**src/rtl/instr_queue_splitter_if.sv**
```systemverilog
// ============================================================================
// Module   : instr_queue_splitter_if
// Brief    : Fetch/decode handshake bundle with split head-entry fields.
// Revision : 1.0
// ============================================================================
`default_nettype none

interface instr_queue_splitter_if #(
    parameter int DEPTH = 4,
    parameter int PC_W  = 32
);
    localparam int CNT_W = $clog2(DEPTH) + 1;

    logic              in_valid;
    logic [31:0]       in_instr;
    logic [PC_W-1:0]   in_pc;
    logic              in_ready;
    logic              out_valid;
    logic              out_ready;
    logic [31:0]       out_instr;
    logic [PC_W-1:0]   out_pc;
    logic [5:0]        Op;
    logic [4:0]        A1;
    logic [4:0]        A2;
    logic [4:0]        A3;
    logic [4:0]        Shamt;
    logic [5:0]        Funct;
    logic [15:0]       Offset;
    logic [25:0]       Instr_Index;
    logic              is_rtype;
    logic              is_jtype;
    logic [CNT_W-1:0]  count;

    modport master (
        output in_valid, in_instr, in_pc, out_ready,
        input  in_ready, out_valid, out_instr, out_pc, Op, A1, A2, A3, Shamt,
               Funct, Offset, Instr_Index, is_rtype, is_jtype, count
    );

    modport slave (
        input  in_valid, in_instr, in_pc, out_ready,
        output in_ready, out_valid, out_instr, out_pc, Op, A1, A2, A3, Shamt,
               Funct, Offset, Instr_Index, is_rtype, is_jtype, count
    );
endinterface

`default_nettype wire

```
**src/rtl/instr_queue_splitter.sv**
```systemverilog
// ============================================================================
// Module   : instr_queue_splitter
// Brief    : Instruction/PC FIFO between fetch and decode; head split into
//            MIPS fields. Optional same-cycle bypass: INSTR_QUEUE_BYPASS_EN.
// Revision : 1.0
// ============================================================================
`default_nettype none

module instr_queue_splitter #(
    parameter int DEPTH = 4,
    parameter int PC_W  = 32
) (
    input  wire logic              clk,
    input  wire logic              reset_n,
    input  wire logic              flush,
    instr_queue_splitter_if.slave  bus
);
    localparam int AW    = $clog2(DEPTH);
    localparam int CNT_W = AW + 1;
    localparam logic [CNT_W-1:0] c_FULL = CNT_W'(DEPTH);

    logic [31:0]      r_instr [DEPTH];
    logic [PC_W-1:0]  r_pc    [DEPTH];
    logic [AW-1:0]    r_wr_ptr;
    logic [AW-1:0]    r_rd_ptr;
    logic [CNT_W-1:0] r_count;

    logic             w_full;
    logic             w_empty;
    logic             w_bypass;
    logic             w_push;
    logic             w_pop;
    logic [31:0]      w_head_instr;
    logic [PC_W-1:0]  w_head_pc;

    assign w_full  = (r_count == c_FULL);
    assign w_empty = (r_count == '0);

`ifdef INSTR_QUEUE_BYPASS_EN
    assign w_bypass = w_empty & bus.in_valid & ~flush;
`else
    assign w_bypass = 1'b0;
`endif

    // A bypassed instruction taken by decode in the same cycle is never stored.
    assign w_push = bus.in_valid & ~w_full & ~(w_bypass & bus.out_ready);
    assign w_pop  = ~w_empty & bus.out_ready;

    always_ff @(posedge clk or negedge reset_n) begin
        if (!reset_n) begin
            for (int i = 0; i < DEPTH; i++) begin
                r_instr[i] <= '0;
                r_pc[i]    <= '0;
            end
        end else if (w_push && !flush) begin
            r_instr[r_wr_ptr] <= bus.in_instr;
            r_pc[r_wr_ptr]    <= bus.in_pc;
        end
    end

    always_ff @(posedge clk or negedge reset_n) begin
        if (!reset_n) begin
            r_wr_ptr <= '0;
            r_rd_ptr <= '0;
            r_count  <= '0;
        end else if (flush) begin
            r_wr_ptr <= '0;
            r_rd_ptr <= '0;
            r_count  <= '0;
        end else begin
            if (w_push) r_wr_ptr <= r_wr_ptr + AW'(1);
            if (w_pop)  r_rd_ptr <= r_rd_ptr + AW'(1);
            r_count <= r_count + CNT_W'(w_push) - CNT_W'(w_pop);
        end
    end

    // Head is zeroed when nothing valid is presented so stale storage never leaks.
    assign w_head_instr = w_bypass ? bus.in_instr : (w_empty ? 32'd0 : r_instr[r_rd_ptr]);
    assign w_head_pc    = w_bypass ? bus.in_pc    : (w_empty ? '0    : r_pc[r_rd_ptr]);

    assign bus.in_ready    = ~w_full;
    assign bus.out_valid   = ~w_empty | w_bypass;
    assign bus.out_instr   = w_head_instr;
    assign bus.out_pc      = w_head_pc;
    assign bus.Op          = w_head_instr[31:26];
    assign bus.A1          = w_head_instr[25:21];
    assign bus.A2          = w_head_instr[20:16];
    assign bus.A3          = w_head_instr[15:11];
    assign bus.Shamt       = w_head_instr[10:6];
    assign bus.Funct       = w_head_instr[5:0];
    assign bus.Offset      = w_head_instr[15:0];
    assign bus.Instr_Index = w_head_instr[25:0];
    assign bus.is_rtype    = (w_head_instr[31:26] == 6'h00);
    assign bus.is_jtype    = (w_head_instr[31:26] == 6'h02) || (w_head_instr[31:26] == 6'h03);
    assign bus.count       = r_count;

endmodule

`default_nettype wire

```
**src/flat_wrapper.sv**
```systemverilog
// flat-port wrapper written by rule: the top's interface ports become plain ports
module instr_queue_splitter_flat 
#(
    parameter int DEPTH = 4,
    parameter int PC_W  = 32
)
  (clk, reset_n, flush, bus_in_valid, bus_in_instr, bus_in_pc, bus_out_ready, bus_in_ready, bus_out_valid, bus_out_instr, bus_out_pc, bus_Op, bus_A1, bus_A2, bus_A3, bus_Shamt, bus_Funct, bus_Offset, bus_Instr_Index, bus_is_rtype, bus_is_jtype, bus_count);
  instr_queue_splitter_if #(.DEPTH(DEPTH), .PC_W(PC_W)) bus_i ();
  input  wire logic clk;
  input  wire logic reset_n;
  input  wire logic flush;
  input wire logic [$bits(bus_i.in_valid)-1:0] bus_in_valid;
  input wire logic [$bits(bus_i.in_instr)-1:0] bus_in_instr;
  input wire logic [$bits(bus_i.in_pc)-1:0] bus_in_pc;
  input wire logic [$bits(bus_i.out_ready)-1:0] bus_out_ready;
  output wire logic [$bits(bus_i.in_ready)-1:0] bus_in_ready;
  output wire logic [$bits(bus_i.out_valid)-1:0] bus_out_valid;
  output wire logic [$bits(bus_i.out_instr)-1:0] bus_out_instr;
  output wire logic [$bits(bus_i.out_pc)-1:0] bus_out_pc;
  output wire logic [$bits(bus_i.Op)-1:0] bus_Op;
  output wire logic [$bits(bus_i.A1)-1:0] bus_A1;
  output wire logic [$bits(bus_i.A2)-1:0] bus_A2;
  output wire logic [$bits(bus_i.A3)-1:0] bus_A3;
  output wire logic [$bits(bus_i.Shamt)-1:0] bus_Shamt;
  output wire logic [$bits(bus_i.Funct)-1:0] bus_Funct;
  output wire logic [$bits(bus_i.Offset)-1:0] bus_Offset;
  output wire logic [$bits(bus_i.Instr_Index)-1:0] bus_Instr_Index;
  output wire logic [$bits(bus_i.is_rtype)-1:0] bus_is_rtype;
  output wire logic [$bits(bus_i.is_jtype)-1:0] bus_is_jtype;
  output wire logic [$bits(bus_i.count)-1:0] bus_count;
  assign bus_i.in_valid = bus_in_valid;
  assign bus_i.in_instr = bus_in_instr;
  assign bus_i.in_pc = bus_in_pc;
  assign bus_i.out_ready = bus_out_ready;
  assign bus_in_ready = bus_i.in_ready;
  assign bus_out_valid = bus_i.out_valid;
  assign bus_out_instr = bus_i.out_instr;
  assign bus_out_pc = bus_i.out_pc;
  assign bus_Op = bus_i.Op;
  assign bus_A1 = bus_i.A1;
  assign bus_A2 = bus_i.A2;
  assign bus_A3 = bus_i.A3;
  assign bus_Shamt = bus_i.Shamt;
  assign bus_Funct = bus_i.Funct;
  assign bus_Offset = bus_i.Offset;
  assign bus_Instr_Index = bus_i.Instr_Index;
  assign bus_is_rtype = bus_i.is_rtype;
  assign bus_is_jtype = bus_i.is_jtype;
  assign bus_count = bus_i.count;
  instr_queue_splitter #(.DEPTH(DEPTH), .PC_W(PC_W)) u_core (.clk(clk), .reset_n(reset_n), .flush(flush), .bus(bus_i));
endmodule
```
**config.mk**
```make
export PLATFORM = sky130hd
export DESIGN_NAME = instr_queue_splitter_flat
export DESIGN_NICKNAME = d
export VERILOG_FILES = /design/src/rtl/instr_queue_splitter_if.sv /design/src/rtl/instr_queue_splitter.sv /design/src/flat_wrapper.sv
export SDC_FILE = /design/constraint.sdc
export NUM_CORES = 1
export LEC_CHECK = 0
export CAP_MARGIN = 20
export CORE_ASPECT_RATIO = 0.8
export CORE_MARGIN = 2
export CORE_UTILIZATION = 35
export CTS_CLUSTER_DIAMETER = 200
export DETAILED_ROUTE_END_ITERATION = 8
export PLACE_DENSITY_LB_ADDON = 0.12
export SLEW_MARGIN = 20
export SYNTH_ARGS = -nofsm -noshare
export SYNTH_HDL_FRONTEND = slang
export SYNTH_SLANG_ARGS = --single-unit
```
**constraint.sdc**
```tcl
create_clock -name clk -period 4.8 [get_ports clk]
set_input_delay 0.96 -clock clk [delete_from_list [all_inputs] [get_ports clk]]
set_output_delay 0.96 -clock clk [all_outputs]
set_load 0.02 [all_outputs]
```
* Word-level counts from Yosys, hierarchy flattened
Cells that the tools add are included.
Operators by class: multipliers 0, equal/unequal tests 3, reduce and logical (&&, ||, !) cells 8, $lt $le $gt $ge 3, divide/modulo/power cells 0, $add $sub $neg 4, bitwise logic cells 6, shifts and indexed selects 0, muxes and demuxes 17
Operators by type and width (count):
- bitwise mux 128 bit | 2
- two-way mux 32 bit | 7
- binary-select mux 32 bit (select 2 bit) | 2
- demux 32 bit (select 2 bit) | 1
- equality test 6 x 2 -> 1 bit (second input constant) | 2
- two-way mux 2 bit | 4
- greater-or-equal comparator 3 bit (second input constant) | 2
- logical NOT 6 bit | 1
- NOT 2 -> 3 bit | 2
- adder 2 x 1 -> 2 bit (second input constant) | 2
- nonzero test 2 bit | 2
- adder 3 x 1 -> 3 bit | 1
- equality test 3 bit (second input constant) | 1
- logical NOT 3 bit | 1
- < comparator 3 x 1 -> 1 bit (second input constant) | 1
- two-way mux 3 bit | 1
- subtractor 3 x 1 -> 3 bit | 1
- bitwise AND 1 bit | 2
- logical AND 1 bit | 2
- NOT 1 bit | 2
- logical NOT 1 bit | 1
- logical OR 1 bit | 1
Word-level totals: memory bits (read-only) 0, word-level logic and storage cells 52, memories 0, RAM bits 0, latch bits 0, bits in registers 263, output and inout bits 145, input port bits 69

* Logic depth before layout (Yosys ltp)
Gate-level depths: netlist of run 1.
depth in word-level cells 7, depth in mapped cells 10

* Worst setup path before layout of run 1
Ideal clock, no wire load.
path kind reg-to-output, start point reg u_core.r_rd_ptr[0], end point out bus_Instr_Index[18], arrival time 1759 ps, setup slack 2081 ps, stages on the path, launching flop included 6, cells stage by stage dfrtp_1 -> buf_6 -> buf_2 -> mux4_2 -> and2_1 -> buf_4
On the way: cells in the longest elaborated chain, start to end 5
Ends and longest elaborated chain:
- start, declared | RTL line instr_queue_splitter.sv:25 | logic [AW-1:0] r_rd_ptr;
- start signal, assigned | RTL line instr_queue_splitter.sv:72 | if (w_pop) r_rd_ptr <= r_rd_ptr + AW'(1);
- NOT 2 -> 3 bit (not written as such) | RTL line instr_queue_splitter.sv:78 | assign w_head_instr = w_bypass ? bus.in_instr : (w_empty ? 32'd0 : r_instr[r_rd_ptr]);
- binary-select mux 32 bit (select 2 bit) | RTL line instr_queue_splitter.sv:78
- two-way mux 32 bit (not written as such) (2 in series) | RTL line instr_queue_splitter.sv:78
- two-way mux 32 bit | RTL line instr_queue_splitter.sv:78
- end, declared | RTL line flat_wrapper.sv:27 | output wire logic [$bits(bus_i.Instr_Index)-1:0] bus_Instr_Index;
Every way passes these cells. The select of a mux whose other input is x is not followed.

* Final worst setup path of run 1
start point reg u_core.r_rd_ptr[0], end point out bus_is_rtype
On the way: cells in the longest elaborated chain, start to end 6
Ends and longest elaborated chain:
- NOT 2 -> 3 bit (not written as such) | RTL line instr_queue_splitter.sv:78
- binary-select mux 32 bit (select 2 bit) | RTL line instr_queue_splitter.sv:78
- two-way mux 32 bit (not written as such) (2 in series) | RTL line instr_queue_splitter.sv:78
- two-way mux 32 bit | RTL line instr_queue_splitter.sv:78
- logical NOT 6 bit | RTL line instr_queue_splitter.sv:93 | assign bus.is_rtype = (w_head_instr[31:26] == 6'h00);
- end, declared | RTL line flat_wrapper.sv:28 | output wire logic [$bits(bus_i.is_rtype)-1:0] bus_is_rtype;
Every way passes these cells. The select of a mux whose other input is x is not followed.

==> flow_results.xml, run 1 <==
<?xml version="1.0" encoding="UTF-8"?>
<metrics>
  <group name="floorplanning">
    <metric name="die_height" unit="microns">173.7</metric>
    <metric name="core-area" unit="sq um">35680</metric>
    <metric name="placement_rows" unit="">62</metric>
    <metric name="io_pins" unit="">214</metric>
    <metric name="horizontal_extent_of_the_die" unit="microns">216.2</metric>
    <metric name="initial_core_util" unit="%">35.32</metric>
    <metric name="area_of_the_die" unit="sq um">37560</metric>
  </group>
  <group name="logic_synthesis">
    <metric name="postSynthRegisterBits" unit="">263</metric>
    <metric name="xor_xnor_cell_area_share_of_the_yosys_netlist" unit="%">0.2085</metric>
    <metric name="synthesis.nets" unit="">892</metric>
    <metric name="yosys_warnings" unit="">0</metric>
    <metric name="synth_fa_ha_area_share" unit="%">0.7544</metric>
    <metric name="synth-simple-area-share" unit="%">4.030</metric>
    <metric name="synth_compound_area_share" unit="%">0.4169</metric>
    <metric name="synthesis.area_per_instance" unit="sq um">15.45</metric>
    <metric name="yosys_cell_types" unit="">30</metric>
    <metric name="synth_top_family_by_area" unit="">multiplexers</metric>
    <metric name="netlist_instances" unit="">816</metric>
    <metric name="post_synth_instance_area" unit="sq um">12600</metric>
    <metric name="seq_area_frac_synth" unit="%">52.21</metric>
    <metric name="synth.area.mux_share" unit="%">34.40</metric>
  </group>
  <group name="setup_path">
    <metric name="r2r_setup_slack" unit="ns">2.42</metric>
    <metric name="timing.critical_path.fanout_max" unit="">13</metric>
    <metric name="critical_path.max_stage_delay" unit="ns">0.63</metric>
    <metric name="timing.critical_path.arrival" unit="ns">3.15</metric>
    <metric name="critPathTopFamily" unit="">multiplexers</metric>
    <metric name="worst_setup_path_end_kind" unit="">output pin</metric>
    <metric name="worstPathRequired" unit="ns">3.84</metric>
    <metric name="path_cells" unit="">mux4_1, o41ai_2, and3_1, clkdlybuf4s50_1</metric>
    <metric name="critical_path_source_type" unit="">flip-flop</metric>
    <metric name="r2r.worst_path.cells" unit="">10</metric>
    <metric name="cp_class" unit="">reg -&gt; out</metric>
    <metric name="cp.buffers_inverters" unit="">1</metric>
    <metric name="timing.critical_path.slowest_stage_cell" unit="">sky130_fd_sc_hd__mux4_1</metric>
    <metric name="rr_endpoint" unit="">u_core.bus.count[2]$_DFF_PN0_</metric>
    <metric name="rr_startpoint" unit="">u_core.bus.count[2]$_DFF_PN0_</metric>
  </group>
  <group name="clock_network">
    <metric name="post_cts_resized" unit="">0</metric>
    <metric name="clkTransAtPathRegs" unit="ns">0.06</metric>
    <metric name="cts_tree" unit="">yes</metric>
    <metric name="number_of_sinks_on_the_clock_net" unit="">263</metric>
    <metric name="number_of_buffers_created_by_cts" unit="">29</metric>
    <metric name="cts_setup_buffers" unit="">0</metric>
    <metric name="cts_max_path_bufs" unit="">3</metric>
    <metric name="holdBufCountCts" unit="">0</metric>
    <metric name="worst_skew_pair.late_latency" unit="ns">0.54</metric>
    <metric name="maximum_level_of_the_cts_h_tree" unit="">1</metric>
    <metric name="cts_root_buf" unit="">sky130_fd_sc_hd__clkbuf_16</metric>
  </group>
  <group name="timing">
    <metric name="max_transition_viols_final" unit="">0</metric>
    <metric name="unrepaired_setup_endpoints_after_global_routing" unit="">false</metric>
    <metric name="part_of_the_cycle_the_worst_path_needs" unit="%">85.61</metric>
    <metric name="report.final.setup_viol" unit="">0</metric>
    <metric name="final.setup_skew" unit="ns">0.009880</metric>
    <metric name="timing.slew.headroom" unit="%">40.02</metric>
    <metric name="count_of_final_hold_check_violations" unit="">0</metric>
    <metric name="setup_tns" unit="ns">0</metric>
    <metric name="tightest_slew" unit="ns">0.8997</metric>
    <metric name="fin_crit" unit="ns">4.109</metric>
    <metric name="clock.fmax" unit="MHz">243.3</metric>
  </group>
  <group name="routing">
    <metric name="route.detailed.drc" unit="">0</metric>
    <metric name="top_layer" unit="">met4</metric>
    <metric name="route.final.wire_length" unit="microns">27750</metric>
    <metric name="drt_pre_antenna_iters" unit="">4</metric>
    <metric name="final_antenna_net_count" unit="">0</metric>
    <metric name="drt_iter0_drc" unit="">264</metric>
    <metric name="wl_met2" unit="microns">12890</metric>
    <metric name="m1WireLength" unit="microns">13050</metric>
    <metric name="avgViaCountPerCell" unit="">4.842</metric>
    <metric name="route.vias.total" unit="">7026</metric>
    <metric name="route.met3.wl" unit="microns">1353</metric>
    <metric name="route.detailed.wl_per_inst" unit="microns">19.12</metric>
  </group>
  <group name="power_and_ir_drop">
    <metric name="static-leakage-power" unit="nW">6.657</metric>
    <metric name="irDropWorstVdd" unit="mV">0.4248</metric>
    <metric name="cellPowerDensity" unit="nW/um^2">732.3</metric>
  </group>
  <group name="place">
    <metric name="dpl.hpwl" unit="microns">16730</metric>
    <metric name="port_buffers" unit="">213</metric>
    <metric name="finalWeightedCongestion" unit="">0.6693</metric>
    <metric name="place_area" unit="sq um">14530</metric>
  </group>
  <group name="run">
    <metric name="max-cap-violations" unit="">0</metric>
  </group>
  <group name="cells_and_area">
    <metric name="count_of_nets_after_finishing" unit="">1026</metric>
    <metric name="postLayoutCellArea" unit="sq um">15490</metric>
    <metric name="areaGrowthSynthToFinish" unit="%">22.89</metric>
    <metric name="post_route_cells_drive_above_1_share" unit="%">38.97</metric>
    <metric name="leading_cell_type_in_the_layout_fill_and_taps_excluded" unit="">sky130_fd_sc_hd__dfrtp_1</metric>
    <metric name="final_cell_mix" unit="">sky130_fd_sc_hd__dfrtp_1 (261), sky130_fd_sc_hd__mux2_2 (248), sky130_fd_sc_hd__clkdlybuf4s50_1 (212)</metric>
  </group>
  <group name="grt">
    <metric name="globalRouteTotalUtil" unit="%">15.19</metric>
    <metric name="grt_first_pass_wirelength" unit="microns">44860</metric>
    <metric name="grt_max_degree" unit="">107</metric>
    <metric name="grt_antenna_before_repair" unit="">1</metric>
    <metric name="grt-ovfl-total" unit="">0</metric>
    <metric name="grt_pass1_vias" unit="">7575</metric>
  </group>
  <group name="status">
    <metric name="outcome" unit="">finished, final reports clean</metric>
  </group>
  <group name="worst_hold_path">
    <metric name="type_of_the_most_critical_hold_path" unit="">in -&gt; async</metric>
  </group>
</metrics>
## per-stage QoR
stage | setup WS (ns) | hold WS [ns] | cells | power, mW | utilization, %
floorplan | 2.081 | 0.4558 | 816 | 7.489 | -
global placement | 1.276 | 0.4749 | 1399 | 9.199 | 40.70
detailed placement | 1.261 | 0.4774 | 1399 | 9.242 | 40.70
CTS | 0.6589 | 0.4908 | 1450 | 11.53 | 43.40
global route | 0.5749 | 0.5056 | 1450 | 12.04 | 43.40
finish | 0.6906 | 0.4407 | 1451 | 11.34 | 43.41
## logic make-up after synthesis
group,count (synthesis)
muxes,320
DFF,263
buffers and inverters,134
and+or+nand+nor,82
AOI/OAI and AO/OA,7
adders and majority gates,7
xor gates and xnor gates,3
## synth_stat cells
cell                       count  area share (%)
sky130_fd_sc_hd__a21oi_1       2           0.079
sky130_fd_sc_hd__and2_1       63             3.1
sky130_fd_sc_hd__and3_1        1           0.050
sky130_fd_sc_hd__buf_1         4            0.12
sky130_fd_sc_hd__buf_2         3            0.12
sky130_fd_sc_hd__buf_4        83             4.9
sky130_fd_sc_hd__buf_6        25             2.2
sky130_fd_sc_hd__clkbuf_1      9            0.27
sky130_fd_sc_hd__dfrtp_1     263              52
sky130_fd_sc_hd__fa_1          1            0.16
sky130_fd_sc_hd__ha_1          6            0.60
sky130_fd_sc_hd__inv_1         9            0.27
sky130_fd_sc_hd__inv_2         1           0.030
sky130_fd_sc_hd__mux2_1        8            0.71
sky130_fd_sc_hd__mux2_2      248              22
sky130_fd_sc_hd__mux4_1        3            0.63
sky130_fd_sc_hd__mux4_2       61              11
sky130_fd_sc_hd__nand2_1       2           0.060
sky130_fd_sc_hd__nand3_1       2           0.079
sky130_fd_sc_hd__nand4b_1      4            0.28
sky130_fd_sc_hd__nor2_1        5            0.15
sky130_fd_sc_hd__nor2b_1       2           0.099
sky130_fd_sc_hd__nor3_1        1           0.040
sky130_fd_sc_hd__nor3b_2       1           0.099
sky130_fd_sc_hd__o21ai_0       2           0.079
sky130_fd_sc_hd__o311ai_0      1           0.069
sky130_fd_sc_hd__o31ai_1       1           0.060
sky130_fd_sc_hd__o41ai_2       1            0.13
sky130_fd_sc_hd__or3_1         1           0.050
sky130_fd_sc_hd__xor2_1        3            0.21
## worst max-delay path by stage
stage | start | endpoint | slack [ns] | cells past startpoint
finish | u_core.r_rd_ptr[0]$_DFFE_PN0P_ | bus_is_rtype | 0.69 | 4
global route | u_core.r_rd_ptr[0]$_DFFE_PN0P_ | bus_is_jtype | 0.57 | 4
CTS | u_core.r_rd_ptr[0]$_DFFE_PN0P_ | bus_is_rtype | 0.66 | 4
detailed placement | u_core.r_rd_ptr[1]$_DFFE_PN0P_ | bus_out_instr[21] | 1.26 | 4
global placement | u_core.r_rd_ptr[0]$_DFFE_PN0P_ | bus_is_rtype | 1.28 | 4
floorplan | u_core.r_rd_ptr[0]$_DFFE_PN0P_ | bus_Instr_Index[18] | 2.08 | 5
## worst register-to-register path, delay by kind of cell, from the launching register on
family | cells | cell delay [ns]
adder cells (fa/ha/maj) | 3 | 0.78
AO/OA/AOI/OAI | 1 | 0.46
flip-flops | 1 | 0.44
AND/OR/NAND/NOR | 2 | 0.28
buffers and inverters | 3 | 0.19
XOR/XNOR | 1 | 0.16
## sequential cells by signal, summed over array words and instances, names as in the netlist
name,cells
u_core.r_instr,128
u_core.r_wr_ptr,2
u_core.r_rd_ptr,2
u_core.r_pc,128
u_core.bus.count,3
## area by class of cell
class / count / area, sq um
Antenna cell: 1 / 2.502
Clock buffer: 44 / 902.1
Clock inverter: 7 / 60.06
Fill cell: 3297 / 20190
Inverter: 10 / 37.54
Multi-Input combinational cell: 419 / 5019
Sequential cell: 263 / 6589
Tap cell: 480 / 600.6
Timing Repair Buffer: 227 / 2280
## per-layer routing
| layer | vias up | track usage (%) |
|---|---|---|
| li1 | 3144 | - |
| met2 | 155 | 24.16 |
| met3 | 32 | 3.561 |
| met4 | 0 | 2.997 |
| met1 | 3695 | 21.32 |
| met5 | - | 0 |
## power breakdown
part           internal [mW]  leakage, nW  switching (mW)  total [mW]
combinational           3.02         2.84            2.48        5.50
clock                   1.33        0.485           0.887        2.22
sequential              3.15         3.33           0.475        3.62
Note: power is estimated with default switching activity, not from simulation.
==> run 2, diff against run 1 <==
--- a/config.mk
+++ b/config.mk
@@ -9,8 +9,10 @@
 export CORE_ASPECT_RATIO = 0.8
 export CORE_MARGIN = 2
 export CORE_UTILIZATION = 35
+export CTS_BUF_LIST = sky130_fd_sc_hd__clkbuf_2 sky130_fd_sc_hd__clkbuf_4 sky130_fd_sc_hd__clkbuf_8
 export CTS_CLUSTER_DIAMETER = 200
 export DETAILED_ROUTE_END_ITERATION = 8
+export DONT_BUFFER_PORTS = 1
 export PLACE_DENSITY_LB_ADDON = 0.12
 export SLEW_MARGIN = 20
 export SYNTH_ARGS = -nofsm -noshare
==> run 2 against run 1 <==
Clock power rose by 2%. Via count down 7.8%. Setup slack better by 0.072 ns. Critical endpoint is now bus_A1[4]. Sequential power rose by 2%.
==> flow_results.xml, run 2 (synthesized netlist as in run 1, its figures left out) <==
<?xml version="1.0" encoding="UTF-8"?>
<metrics>
  <group name="status">
    <metric name="outcome" unit="">finished, final reports clean</metric>
  </group>
  <group name="cells_and_area">
    <metric name="post_layout_nonfiller_instances" unit="">1269</metric>
    <metric name="leading_cell_type_in_the_layout_fill_and_taps_excluded" unit="">sky130_fd_sc_hd__dfrtp_1</metric>
    <metric name="final_cell_mix" unit="">sky130_fd_sc_hd__dfrtp_1 (261), sky130_fd_sc_hd__mux2_2 (248), sky130_fd_sc_hd__clkbuf_8 (66)</metric>
    <metric name="postLayoutCellArea" unit="sq um">13420</metric>
    <metric name="antenna_cells_inserted" unit="">0</metric>
    <metric name="count_of_nets_after_finishing" unit="">828</metric>
    <metric name="areaGrowthSynthToFinish" unit="%">6.502</metric>
    <metric name="post_route_cells_drive_above_1_share" unit="%">52.22</metric>
  </group>
  <group name="setup_path">
    <metric name="worst_setup_path_end_kind" unit="">output pin</metric>
    <metric name="rr_startpoint" unit="">u_core.bus.count[2]$_DFF_PN0_</metric>
    <metric name="worstPathRequired" unit="ns">3.84</metric>
    <metric name="cp.buffers_inverters" unit="">1</metric>
    <metric name="timing.critical_path.slowest_stage_cell" unit="">sky130_fd_sc_hd__or3_2</metric>
    <metric name="timing.critical_path.arrival" unit="ns">3.08</metric>
    <metric name="r2r.worst_path.cells" unit="">5</metric>
    <metric name="cp_class" unit="">reg -&gt; out</metric>
    <metric name="critical_path.max_stage_delay" unit="ns">0.81</metric>
    <metric name="critPathTopFamily" unit="">simple AND/OR/NAND/NOR gates</metric>
    <metric name="critical_path_source_type" unit="">flip-flop</metric>
    <metric name="r2r_setup_slack" unit="ns">2.01</metric>
    <metric name="timing.critical_path.fanout_max" unit="">43</metric>
    <metric name="path_cells" unit="">or3_2, buf_4, and2_1</metric>
    <metric name="rr_endpoint" unit="">u_core.r_pc[13]$_DFFE_PN0P_</metric>
  </group>
  <group name="clock_network">
    <metric name="cts_setup_buffers" unit="">0</metric>
    <metric name="cts_tree" unit="">yes</metric>
    <metric name="maximum_level_of_the_cts_h_tree" unit="">2</metric>
    <metric name="post_cts_resized" unit="">0</metric>
    <metric name="cts_max_path_bufs" unit="">3</metric>
    <metric name="number_of_sinks_on_the_clock_net" unit="">263</metric>
    <metric name="holdBufCountCts" unit="">0</metric>
    <metric name="number_of_buffers_created_by_cts" unit="">47</metric>
    <metric name="cts_root_buf" unit="">sky130_fd_sc_hd__clkbuf_8</metric>
    <metric name="worst_skew_pair.late_latency" unit="ns">0.58</metric>
    <metric name="clkTransAtPathRegs" unit="ns">0.06</metric>
  </group>
  <group name="place">
    <metric name="port_buffers" unit="">0</metric>
    <metric name="place_area" unit="sq um">12350</metric>
    <metric name="dpl.cell_count" unit="">1181</metric>
    <metric name="finalWeightedCongestion" unit="">0.7088</metric>
    <metric name="dpl.hpwl" unit="microns">16660</metric>
  </group>
  <group name="floorplanning">
    <metric name="horizontal_extent_of_the_die" unit="microns">216.2</metric>
    <metric name="io_pins" unit="">214</metric>
    <metric name="area_of_the_die" unit="sq um">37560</metric>
    <metric name="die_height" unit="microns">173.7</metric>
    <metric name="core-area" unit="sq um">35680</metric>
    <metric name="placement_rows" unit="">62</metric>
    <metric name="initial_core_util" unit="%">35.32</metric>
  </group>
  <group name="routing">
    <metric name="route.detailed.drc" unit="">0</metric>
    <metric name="final_antenna_net_count" unit="">0</metric>
    <metric name="drt_iter0_drc" unit="">274</metric>
    <metric name="route.final.wire_length" unit="microns">28830</metric>
    <metric name="drt_pre_antenna_iters" unit="">6</metric>
    <metric name="route.detailed.wl_per_inst" unit="microns">22.72</metric>
    <metric name="avgViaCountPerCell" unit="">5.104</metric>
    <metric name="route.vias.total" unit="">6477</metric>
  </group>
  <group name="timing">
    <metric name="max_transition_viols_final" unit="">0</metric>
    <metric name="part_of_the_cycle_the_worst_path_needs" unit="%">84.11</metric>
    <metric name="report.final.setup_viol" unit="">0</metric>
    <metric name="final.hold.worst_slack" unit="ns">0.08493</metric>
    <metric name="tightest_slew" unit="ns">0.9888</metric>
    <metric name="clock.fmax" unit="MHz">247.7</metric>
    <metric name="count_of_final_hold_check_violations" unit="">0</metric>
    <metric name="timing.slew.headroom" unit="%">33.73</metric>
    <metric name="final.setup_skew" unit="ns">0.01771</metric>
    <metric name="fin_crit" unit="ns">4.037</metric>
    <metric name="unrepaired_setup_endpoints_after_global_routing" unit="">false</metric>
    <metric name="setup_tns" unit="ns">0</metric>
  </group>
  <group name="run">
    <metric name="max-cap-violations" unit="">0</metric>
  </group>
  <group name="grt">
    <metric name="grt_max_degree" unit="">264</metric>
    <metric name="grt_antenna_before_repair" unit="">0</metric>
    <metric name="grt-ovfl-total" unit="">0</metric>
    <metric name="grt_pass1_vias" unit="">7687</metric>
    <metric name="grt_first_pass_wirelength" unit="microns">44970</metric>
    <metric name="globalRouteTotalUtil" unit="%">15.63</metric>
  </group>
  <group name="worst_hold_path">
    <metric name="type_of_the_most_critical_hold_path" unit="">in -&gt; async</metric>
  </group>
  <group name="power_and_ir_drop">
    <metric name="static-leakage-power" unit="nW">5.918</metric>
    <metric name="cellPowerDensity" unit="nW/um^2">726.7</metric>
    <metric name="irDropWorstVdd" unit="mV">0.2547</metric>
  </group>
</metrics>
-- run 2: cell count changes in the layout (fill, tap and decap cells not counted), moves of 5 or more --
cell                              delta
sky130_fd_sc_hd__buf_4               -5
sky130_fd_sc_hd__clkbuf_8           +54
sky130_fd_sc_hd__clkbuf_4           +14
sky130_fd_sc_hd__clkdlybuf4s50_1   -212
sky130_fd_sc_hd__clkbuf_16          -29
-- run 2: worst max path at each step --
stage | from | end | slack, ns | cells after the start
2_1_floorplan | u_core.r_rd_ptr[0]$_DFFE_PN0P_ | bus_Instr_Index[18] | 2.08 | 5
3_3_place_gp | u_core.bus.count[1]$_DFF_PN0_ | bus_A1[4] | 1.35 | 3
3_5_place_dp | u_core.bus.count[1]$_DFF_PN0_ | bus_A1[4] | 1.27 | 3
4_1_cts | u_core.bus.count[1]$_DFF_PN0_ | bus_A1[4] | 0.64 | 3
5_1_grt | u_core.bus.count[1]$_DFF_PN0_ | bus_Instr_Index[25] | 0.54 | 3
6_report | u_core.bus.count[1]$_DFF_PN0_ | bus_A1[4] | 0.76 | 3
-- run 2: area by class of cell --
type                    instances  area, sq um
clock inverters                 6        37.54
well taps                     480        600.6
fillers                      3331        22260
clock buffers                  80         1013
inverters                      10        37.54
multi-input cells             419         5019
repair buffers                 11        127.6
flip-flops and latches        263         6589
-- run 2: report_power, final --
| part | total [mW] | internal (mW) | switching, mW |
|---|---|---|---|
| Combinational | 3.79 | 1.58 | 2.21 |
| Sequential | 3.70 | 3.15 | 0.547 |
| Clock | 2.27 | 1.32 | 0.943 |
-- run 2: layer usage --
metal	wire length, microns	GRT usage [%]
met1	11910	18.36
met2	14540	27.30
met3	1930	5.281
met4	448	4.224
met5	0	0
-- run 2: per-stage QoR --
step,util [%],total power [mW],setup slack [ns]
after global placement,34.61,7.391,1.347
after CTS,37.56,9.931,0.6358
after floorplan,-,7.489,2.081
after global routing,37.62,10.35,0.5423
after detailed placement,34.61,7.597,1.266
final,37.62,9.755,0.7627
